[src/rtl/logic_gate.sv]
// Registered two-operand bitwise logic unit: seven gate results one cycle after capture.
// Optional accepted-vector counter on vec_cnt when LOGIC_GATE_CNT_EN is defined.
module logic_gate #(
  parameter int WIDTH = 1
) (
  input  logic             clk,
  input  logic             rst_n,
  input  logic             in_valid,
  input  logic [WIDTH-1:0] a,
  input  logic [WIDTH-1:0] b,
  output logic [WIDTH-1:0] y1,
  output logic [WIDTH-1:0] y2,
  output logic [WIDTH-1:0] y3,
  output logic [WIDTH-1:0] y4,
  output logic [WIDTH-1:0] y5,
  output logic [WIDTH-1:0] y6,
  output logic [WIDTH-1:0] y7,
`ifdef LOGIC_GATE_CNT_EN
  output logic [15:0]      vec_cnt,
`endif
  output logic             out_valid
);

  logic [WIDTH-1:0] and_p1, or_p1, nand_p1, nor_p1, xor_p1, xnor_p1, not_p1;
  logic             vld_p1;

  // Stage p0 -> p1: capture gate results only on accepted vectors so that
  // operand changes (including X) outside in_valid never reach the outputs.
  always_ff @(posedge clk) begin
    if (!rst_n) begin
      vld_p1  <= 1'b0;
      and_p1  <= '0;
      or_p1   <= '0;
      nand_p1 <= '0;
      nor_p1  <= '0;
      xor_p1  <= '0;
      xnor_p1 <= '0;
      not_p1  <= '0;
    end else begin
      vld_p1 <= in_valid;
      if (in_valid) begin
        and_p1  <= a & b;
        or_p1   <= a | b;
        nand_p1 <= ~(a & b);
        nor_p1  <= ~(a | b);
        xor_p1  <= a ^ b;
        xnor_p1 <= ~(a ^ b);
        not_p1  <= ~a;
      end
    end
  end

  assign y1        = and_p1;
  assign y2        = or_p1;
  assign y3        = nand_p1;
  assign y4        = nor_p1;
  assign y5        = xor_p1;
  assign y6        = xnor_p1;
  assign y7        = not_p1;
  assign out_valid = vld_p1;

`ifdef LOGIC_GATE_CNT_EN
  logic [15:0] cnt_p1;

  // Stage p0 -> p1: saturating count of accepted vectors.
  always_ff @(posedge clk) begin
    if (!rst_n) begin
      cnt_p1 <= '0;
    end else if (in_valid && (cnt_p1 != 16'hFFFF)) begin
      cnt_p1 <= cnt_p1 + 16'd1;
    end
  end

  assign vec_cnt = cnt_p1;
`endif

endmodule

[config.mk]
export PLATFORM = sky130hd
export DESIGN_NAME = logic_gate
export DESIGN_NICKNAME = d
export VERILOG_FILES = /design/src/rtl/logic_gate.sv
export SDC_FILE = /design/constraint.sdc
export NUM_CORES = 1
export LEC_CHECK = 0
export CORE_AREA = 4 4 41 43
export CTS_CLUSTER_SIZE = 24
export DETAILED_ROUTE_END_ITERATION = 7
export DIE_AREA = 0 0 45 47
export PLACE_DENSITY = 0.55
export SLEW_MARGIN = 20
export SYNTH_ARGS = -nofsm -noshare
export SYNTH_HDL_FRONTEND = slang
export SYNTH_SLANG_ARGS = --single-unit
[constraint.sdc]
create_clock -name clk -period 1.1 [get_ports clk]
set_clock_uncertainty 0.15 [all_clocks]
set_input_delay 0.22 -clock clk [delete_from_list [all_inputs] [get_ports clk]]
set_output_delay 0.22 -clock clk [all_outputs]
set_load 0.005 [all_outputs]
==> metrics, run 1 <==
outcome=complete, no violations; FF-to-FF setup slack=250 ps; post-synthesis mux area share=8.92%; CP max stage delay=320 ps; layout cells sized above 1=53.1%; io pins=13; Netlist cell types=11; Post-Route WL=755 um; H-tree levels=1; Area Growth Syn to Fin=51.3%; Reg area=169 um2; setup violators final=0; simple-gate share of the synthesized area=11.2%; All-Layer GR Usage=8.08%; Crit Reg-Reg Startpoint=y5; Cells after Synth=30; Slowest cell on crit path=dfxtp_2; drt drc=0; Yosys warnings=0; R2R cell count=3; WP data arrival=690 ps; compound-gate portion of the synthesized area=11.9%; grt ovf=0; CP startpoint kind=flip-flop; Peak VDD IR=0.000477 V; EDFF count, synth=0; wire per inst=11.8 um; DRT iter0 DRCs=2; largest net degree at the start of global routing=13; WL met1=283 um; Placeable Area=1300 um2; sequential fraction of the synthesis area=47.6%; Synth area leaders=dfxtp_1 (48%), ha_1 (15%), mux2i_1 (8.9%), o211a_1 (8.9%), nor2b_1 (5.6%); area of the multi-input gates=170 um2; CTS Buf Count=3; Die Wd=45 um; Syn Nets=39; count leader, synth=dfxtp_1; First-pass DRT Iterations=3; die height=47 um; slew margin rel.=83.3%; # rows=13; Critical Path Stages=1; PortBufs=12; WP buf/inv=1; wire length on met3=23 um; Yosys reg bits=8; critical path, cell by cell=buf_2; worst flop-to-flop path endpoint=y5; Synth Cell Area=337 um2; met2 WL=427 um; clock slew seen by the registers of the worst setup and hold paths=60 ps; CTS tree=done; leakage power figure=0.285 nW; CP Capture Point=y4; total via count in the routed design=285; Final Critical Period=1060 ps; CP Class=reg2out; antenna-violating nets left=0; Synth Flop Type=dfxtp_1; # clock sinks=8; RSZ-0062 raised after global routing=false; clock tree buffer depth=2; Synth area leader=dfxtp_1; post-route cell area=509 um2; fill cell count=151; Adder-Cell Fraction of Synth Area=14.9%; Max-Cap Viols=0; endpoints failing hold=0; cell family with most CP delay=flip-flops; P per Cell Area=1270 nW/um2; Detail Placement HPWL=548 um; CP max FO=2; hold path start=rst_n; Worst-Skew Late Latency=250 ps; period utilization=96.2%; syn_area_per_cell=11.2 um2; GPL Wtd Cong=0.731; Crit. End Element=output pin; XOR/XNOR Fraction of Synth Area=0%; Worst Max-Slew Pin Slew=250 ps; Initial Utilization=25.9%; CTS root buf=clkbuf_4; die area=2120 um2; nets=60; top sig layer=met4; worst min-delay path class=in2reg; routed vias/inst=4.45; first-pass GRT wire length=1.17 mm; ANT cells=0; ys async rst share=0%; Worst setup startpoint=y4; vias in the first global route=291; top post-synthesis cells by count=dfxtp_1 (8), ha_1 (4); share of the synthesized area in the top cell type=47.6%; Fmax=945 MHz; Max Slew Vio Count=0; total power=644 uW; Post-DP Area=487 um2; main combinational cell family by area after synthesis=adder cells; initial antenna violation count=0; Crit path required time=730 ps
[kinds of logic (layout without fill, tap and decap cells)]
| kind of cell | count (synthesis) | count (layout) |
|---|---|---|
| adder cells (fa/ha/maj) | 4 | 4 |
| AO/OA/AOI/OAI | 5 | 5 |
| flip-flops | 8 | 8 |
| multiplexers | 3 | 3 |
| buffers and inverters | 3 | 22 |
| AND/OR/NAND/NOR | 7 | 7 |
[stage by stage]
step                      hold slack (ps)  setup WS [ps]  util, %  TNS (ps)  instances
final                                 194           41.5     39.1         0         64
after global routing                  230           13.2     39.1         0         64
after CTS                             333           3.06     38.4         0         63
after detailed placement              333           -441     37.4     -2980         59
after global placement                314           -407     37.4     -2760         59
after floorplan                       198            119        -         0         30
[area by class of cell]
cell class	count	area share [%]
clock buffers	3	4.42
inverters	2	1.47
multi-input cells	19	33.4
flip-flops and latches	8	33.2
well taps	15	3.69
repair buffers	17	23.8
[state kept, by name, indices dropped and copies added (netlist names)]
register	cells
y1	1
y7	1
out_valid	1
y2	1
y6	1
y5	1
y4	1
y3	1
[repair_timing]
action	in CTS	in global routing
gates resized for setup	44	2
hold buffers	0	0
cloned	0	1
pin swaps	1	0
endpoints found under the setup margin	14	4
buffers inserted	1	0
[per-layer routing]
layer  GRT usage, %  up-vias
li1               -      140
met2           12.7        6
met5              0        -
met1           8.24      136
met3           3.45        3
met4           7.02        0
[how the worst min path moves through the flow]
| stage | to | slack (ps) | cells after the start |
|---|---|---|---|
| 3_5_place_dp | y2 | 330 | 1 |
| 2_1_floorplan | y1 | 200 | 1 |
| 4_1_cts | y2 | 330 | 1 |
| 6_report | y6 | 190 | 3 |
| 3_3_place_gp | y3 | 310 | 1 |
| 5_1_grt | y7 | 230 | 2 |
[placed cells by master, fill, tap and decap left out, drive strengths merged]
| master | count |
|---|---|
| a21oi | 1 |
| and2 | 1 |
| buf | 13 |
| clkbuf | 3 |
| dfxtp | 8 |
| dlygate4sd2 | 2 |
| dlymetal6s2s | 2 |
| ha | 4 |
| inv | 2 |
| mux2i | 3 |
| nand2 | 3 |
| nor2b | 3 |
| o211a | 3 |
| o21ai | 1 |
[power breakdown]
| group | internal (mW) | switching (mW) |
|---|---|---|
| registers | 0.312 | 0.00812 |
| logic | 0.0565 | 0.0424 |
| clock network | 0.125 | 0.100 |
Power figures use the tool's default switching activity.
==> run 2: changes to the inputs <==
PLACE_DENSITY = 0.57   (was 0.55)
clock period = 0.9 ns   (was 1.1 ns; I/O delays follow)
==> run 2 against run 1 <==
  * The run now ends with setup timing left
  * Die area unchanged
  * Sequential cell count is the same
  * Critical path depth unchanged
  * Clock power grew 16%
  * Combinational power up 29%
  * Critical endpoint is now y3
  * Routed wire length down 5.6%
  * Highest routed layer unchanged
  * Via count down 3.5%
  * Non-clock buffer count unchanged
  * Core utilization is 1.1 points higher
==> metrics, run 2 (same netlist as run 1, synthesis figures left out) <==
outcome=complete, but fails checks; violated checks=setup timing; Post-Route WL=713 um; RSZ-0062 raised after global routing=true; First-pass DRT Iterations=2; largest net degree at the start of global routing=9; Crit. End Element=output pin; clock slew seen by the registers of the worst setup and hold paths=50 ps; Crit path required time=570 ps; antenna-violating nets left=0; initial antenna violation count=0; hold buffers post-CTS=0; commonest non-fill, non-tap cell in the layout=dfxtp_2; Max-Cap Viols=0; Placeable Area=1300 um2; Crit Reg-Reg Startpoint=y4; Die Wd=45 um; clock tree buffer depth=2; CP Class=reg2out; Area Growth Syn to Fin=55.4%; io pins=13; H-tree levels=1; # rows=13; DRT iter0 DRCs=3; wire per inst=11.1 um; number of instances in the placed design=59; ANT cells=0; worst min-delay path class=in2reg; GPL Wtd Cong=0.690; P per Cell Area=1500 nW/um2; Slowest cell on crit path=dfxtp_2; CP startpoint kind=flip-flop; die area=2120 um2; layout cells sized above 1=59.2%; most frequent cells in the layout=dfxtp_2 (7), buf_6 (6), buf_2 (5); CTS tree=done; pre-CTS setup slack=-537 ps; Initial Utilization=25.9%; critical path, cell by cell=buf_6; grt ovf=0; die height=47 um; All-Layer GR Usage=8.23%; final worst setup slack=-110 ps; hold path start=b; fill cell count=132; CP max FO=2; setup violators final=8; leakage power figure=0.272 nW; Final Critical Period=1010 ps; drt drc=0; Worst setup startpoint=y3; WP buf/inv=1; endpoints failing hold=0; # clock sinks=8; WP data arrival=680 ps; Fmax=990 MHz; first-pass GRT wire length=1.18 mm; Reg area=169 um2; period utilization=112%; CP max stage delay=320 ps; fin cells=64; Sum Neg Setup Slack=-817 ps; slew margin rel.=84.3%; routed vias/inst=4.30; area of the multi-input gates=170 um2; Max Slew Vio Count=0; CTS root buf=clkbuf_4; PortBufs=12; CTS Buf Count=3; Worst-Skew Late Latency=250 ps; cell family with most CP delay=flip-flops; hold slack=177 ps; Worst Max-Slew Pin Slew=235 ps; vias in the first global route=283; nets=60; final core utilization=40.2%; total via count in the routed design=275; Peak VDD IR=0.000644 V
run 2: changes by cell type in the layout (fill, tap and decap cells not counted):
cell            delta
buf_2              -4
buf_4              -1
buf_6              +5
clkbuf_2           +2
dlymetal6s2s_1     -2
inv_1              -1
inv_2              +1
run 2: report_power, final:
group,switching [mW],leakage (nW),internal (mW)
combinational,0.0516,0.189,0.0755
sequential,0.0123,0.0685,0.382
clock,0.110,0.0138,0.152
run 2: routing by layer:
layer,GRT usage (%),routed length (um),up-vias
li1,-,-,139
met1,7.55,273,126
met2,14.1,391,7
met3,2.30,26,3
met4,8.77,22,0
met5,0,0,-
run 2: repair_timing:
action                     CTS  global route
setup endpoints to repair   16            12
gates resized for setup     47             6
gates cloned                 1             0
setup buffers                1             0
run 2: path summary, 6_finish.rpt:
kind	cells past startpoint	slack, ps	to
hold reg to reg	1	310	y2
setup reg to reg	3	40	y4
setup / recovery	1	-110	y3
hold / removal	4	180	y6
run 2: per-stage QoR:
step	power [mW]	cell area, um2
5_1_grt	0.825	523
4_1_cts	0.791	510
2_1_floorplan	0.449	349
6_report	0.784	523
3_5_place_dp	0.535	499
3_3_place_gp	0.531	499
run 2: cell type report:
type	count	share of cell area (%)
multi-input combinational	19	32.5
sequential	8	32.3
timing repair buffer	17	25.8
clock buffer	3	4.31
tap	15	3.59
inverter	2	1.44
==> RTL edit (settings of run 2) <==
Add an input register stage for `a` and `b`, without a reset; this delays them by one clock. The other inputs are not delayed to match.
--- a/src/rtl/logic_gate.sv
+++ b/src/rtl/logic_gate.sv
@@ -22,4 +22,12 @@
 );
 
+  logic [WIDTH-1:0] a_q;
+  logic [WIDTH-1:0] b_q;
+
+  always_ff @(posedge clk) begin
+    a_q <= a;
+    b_q <= b;
+  end
+
   logic [WIDTH-1:0] and_p1, or_p1, nand_p1, nor_p1, xor_p1, xnor_p1, not_p1;
   logic             vld_p1;
@@ -40,11 +48,11 @@
       vld_p1 <= in_valid;
       if (in_valid) begin
-        and_p1  <= a & b;
-        or_p1   <= a | b;
-        nand_p1 <= ~(a & b);
-        nor_p1  <= ~(a | b);
-        xor_p1  <= a ^ b;
-        xnor_p1 <= ~(a ^ b);
-        not_p1  <= ~a;
+        and_p1  <= a_q & b_q;
+        or_p1   <= a_q | b_q;
+        nand_p1 <= ~(a_q & b_q);
+        nor_p1  <= ~(a_q | b_q);
+        xor_p1  <= a_q ^ b_q;
+        xnor_p1 <= ~(a_q ^ b_q);
+        not_p1  <= ~a_q;
       end
     end
Behaviour: not the same (a bounded check fails within 4 cycles, from zero or initial values and one cycle with rst_n low).
==> RTL edit against run 2 <==
Largest power group unchanged; the run still ends with negative setup slack left; cell count up 6.3%; wire length up 2.7%; largest cell class is now sequential cells; setup slack worse by 69 ps; maximum frequency down 6.4%; power up 32%; area after synthesis up 12%; hold slack better by 29 ps; cell area up 13%; count of clock-buffer cells in the layout up 1; global-route usage down 0.61 points; via count up 7.6%; sequential cell count up 2; critical path depth up 3.
==> RTL edit: results (changes against run 2) <==
- Outcome: complete, but fails checks
- Failing checks: negative setup slack
- Max FO, Critical Path: 3 (+1)
- Ys async rst share: 0% (unchanged)
- Crit path buf inv count: 1 (unchanged)
- H-tree depth: 1 (unchanged)
- Commonest cells in the netlist: dfxtp_1, ha_1
- Placer congestion estimate: 0.651 (-5.6%)
- Final Hold Violating Endpoints: 0 (unchanged)
- Layout Nets: 63 (+5.0%)
- Initial antenna violation count: 0 (unchanged)
- Worst Path Arrival: 1090 ps (+410 ps)
- Avg Synthesized Cell Area: 11.8 sq um (+4.9%)
- Layout Cells excl Fill: 68 (+6.3%)
- Leak Pwr: 0.299 nW (+10%)
- Synth area leaders: dfxtp_1, ha_1, mux2i_1
- Place WS: -440 ps (+96.7 ps)
- HPWL Detailed: 475 um
- Least-Margin Pin Slew: 253 ps (+18.6 ps)
- Root Buffer: clkbuf_4
- Worst setup margin: -178 ps (-68.8 ps)
- All-layer global routing usage: 7.63% (-0.61 points)
- Syn_nets: 41 (+5.1%)
- Layout cells sized above 1: 62.3% (+3.1 points)
- Worst path max stage delay: 350 ps (+30 ps)
- Synth warn: 0 (unchanged)
- Starting DRC count in detailed routing: 3 (unchanged)
- Wirelength per Cell: 10.8 um (-3.4%)
- Placed cell count: 61 (+3.4%)
- Slowest stage cell, crit path: dfxtp_2
- Number of buffers created by CTS: 3 (unchanged)
- First-pass GRT wire length: 1080 um (-8.1%)
- Max clock buf depth: 2 (unchanged)
- Net Switching: 0.224 mW (+28%)
- VDD IR max: 0.846 mV (+31%)
- DRT Pass-1 Iters: 4 (+2)
- Diode count: 0 (unchanged)
- Vias per inst: 4.35 (+1.3%)
- Largest net degree at the start of global routing: 9 (unchanged)
- IO buf count: 12 (unchanged)
- Reg clk slew, reported paths: 70 ps (+20 ps)
- Vias in the first global route: 280 (-1.1%)
- Top delay family on crit path: flip-flops
- Worst skew pair latency: ~260 ps
- Yosys cell types: 11 (unchanged)
- Hold/Removal Path Class: input port to flip-flop
- FILL cells: 135 (+2.3%)
- Setup TNS: -1630 ps (-812 ps)
- Sequential share of the synthesized area: 53.2% (+5.6 points)
- Setup violators final: 14 (+6)
RTL edit: cell types whose count changed after synthesis:
cell	change
dfxtp_1	+2
RTL edit: area by class of cell:
cell class                      count  area share, %
Sequential cell                    10           36.2
Clock buffer                        4           6.13
Timing Repair Buffer               18           23.0
Inverter                            2           1.69
Multi-Input combinational cell     19           29.8
Tap cell                           15           3.17
RTL edit: power by group through the flow:
stage	Sequential (mW)	Combinational, mW	Clock (mW)
after global routing	0.493	0.155	0.434
after CTS	0.489	0.123	0.419
after detailed placement	0.497	0.136	0
final	0.491	0.142	0.399
after floorplan	0.498	0.0511	0
after global placement	0.496	0.134	0
RTL edit: per-layer routing:
layer / part of all wire [%] / GRT usage (%)
met1: 42 / 7.62
met2: 46 / 11.9
met3: 8.2 / 2.30
met4: 3.3 / 8.77
met5: 0 / 0
RTL edit: timing repair:
item                                    4_1_cts  5_1_grt
gates cloned                                  1        0
buffers inserted                              1        1
pin swaps                                     0        2
endpoints found under the setup margin       16       14
resized for setup                            42        6
RTL edit: through the flow:
stage                     instance area, sq um  utilization [%]
final                                      592             45.5
after global placement                     542             41.6
after floorplan                            392                -
after detailed placement                   542             41.6
after CTS                                  561             43.1
after global routing                       592             45.5
RTL edit: cell families after synthesis:
| logic type | count (synthesis) | synth area share, % |
|---|---|---|
| mux | 3 | 7.97 |
| fa+ha+maj | 4 | 13.3 |
| buf+inv | 3 | 4.98 |
| compound gates | 5 | 10.6 |
| flops | 10 | 53.2 |
| simple gates | 7 | 9.97 |
RTL edit: path summary, 6_finish.rpt:
path / slack (ps) / startpoint / to / depth (start not counted)
worst max-delay path: -180 / b_q$_DFF_P_ / y5$_SDFFE_PN0P_ / 4
worst min-delay path: 210 / a / a_q$_DFF_P_ / 1
worst max register to register: -180 / b_q$_DFF_P_ / y5$_SDFFE_PN0P_ / 4
worst min register to register: 340 / y7$_SDFFE_PN0P_ / y7$_SDFFE_PN0P_ / 1
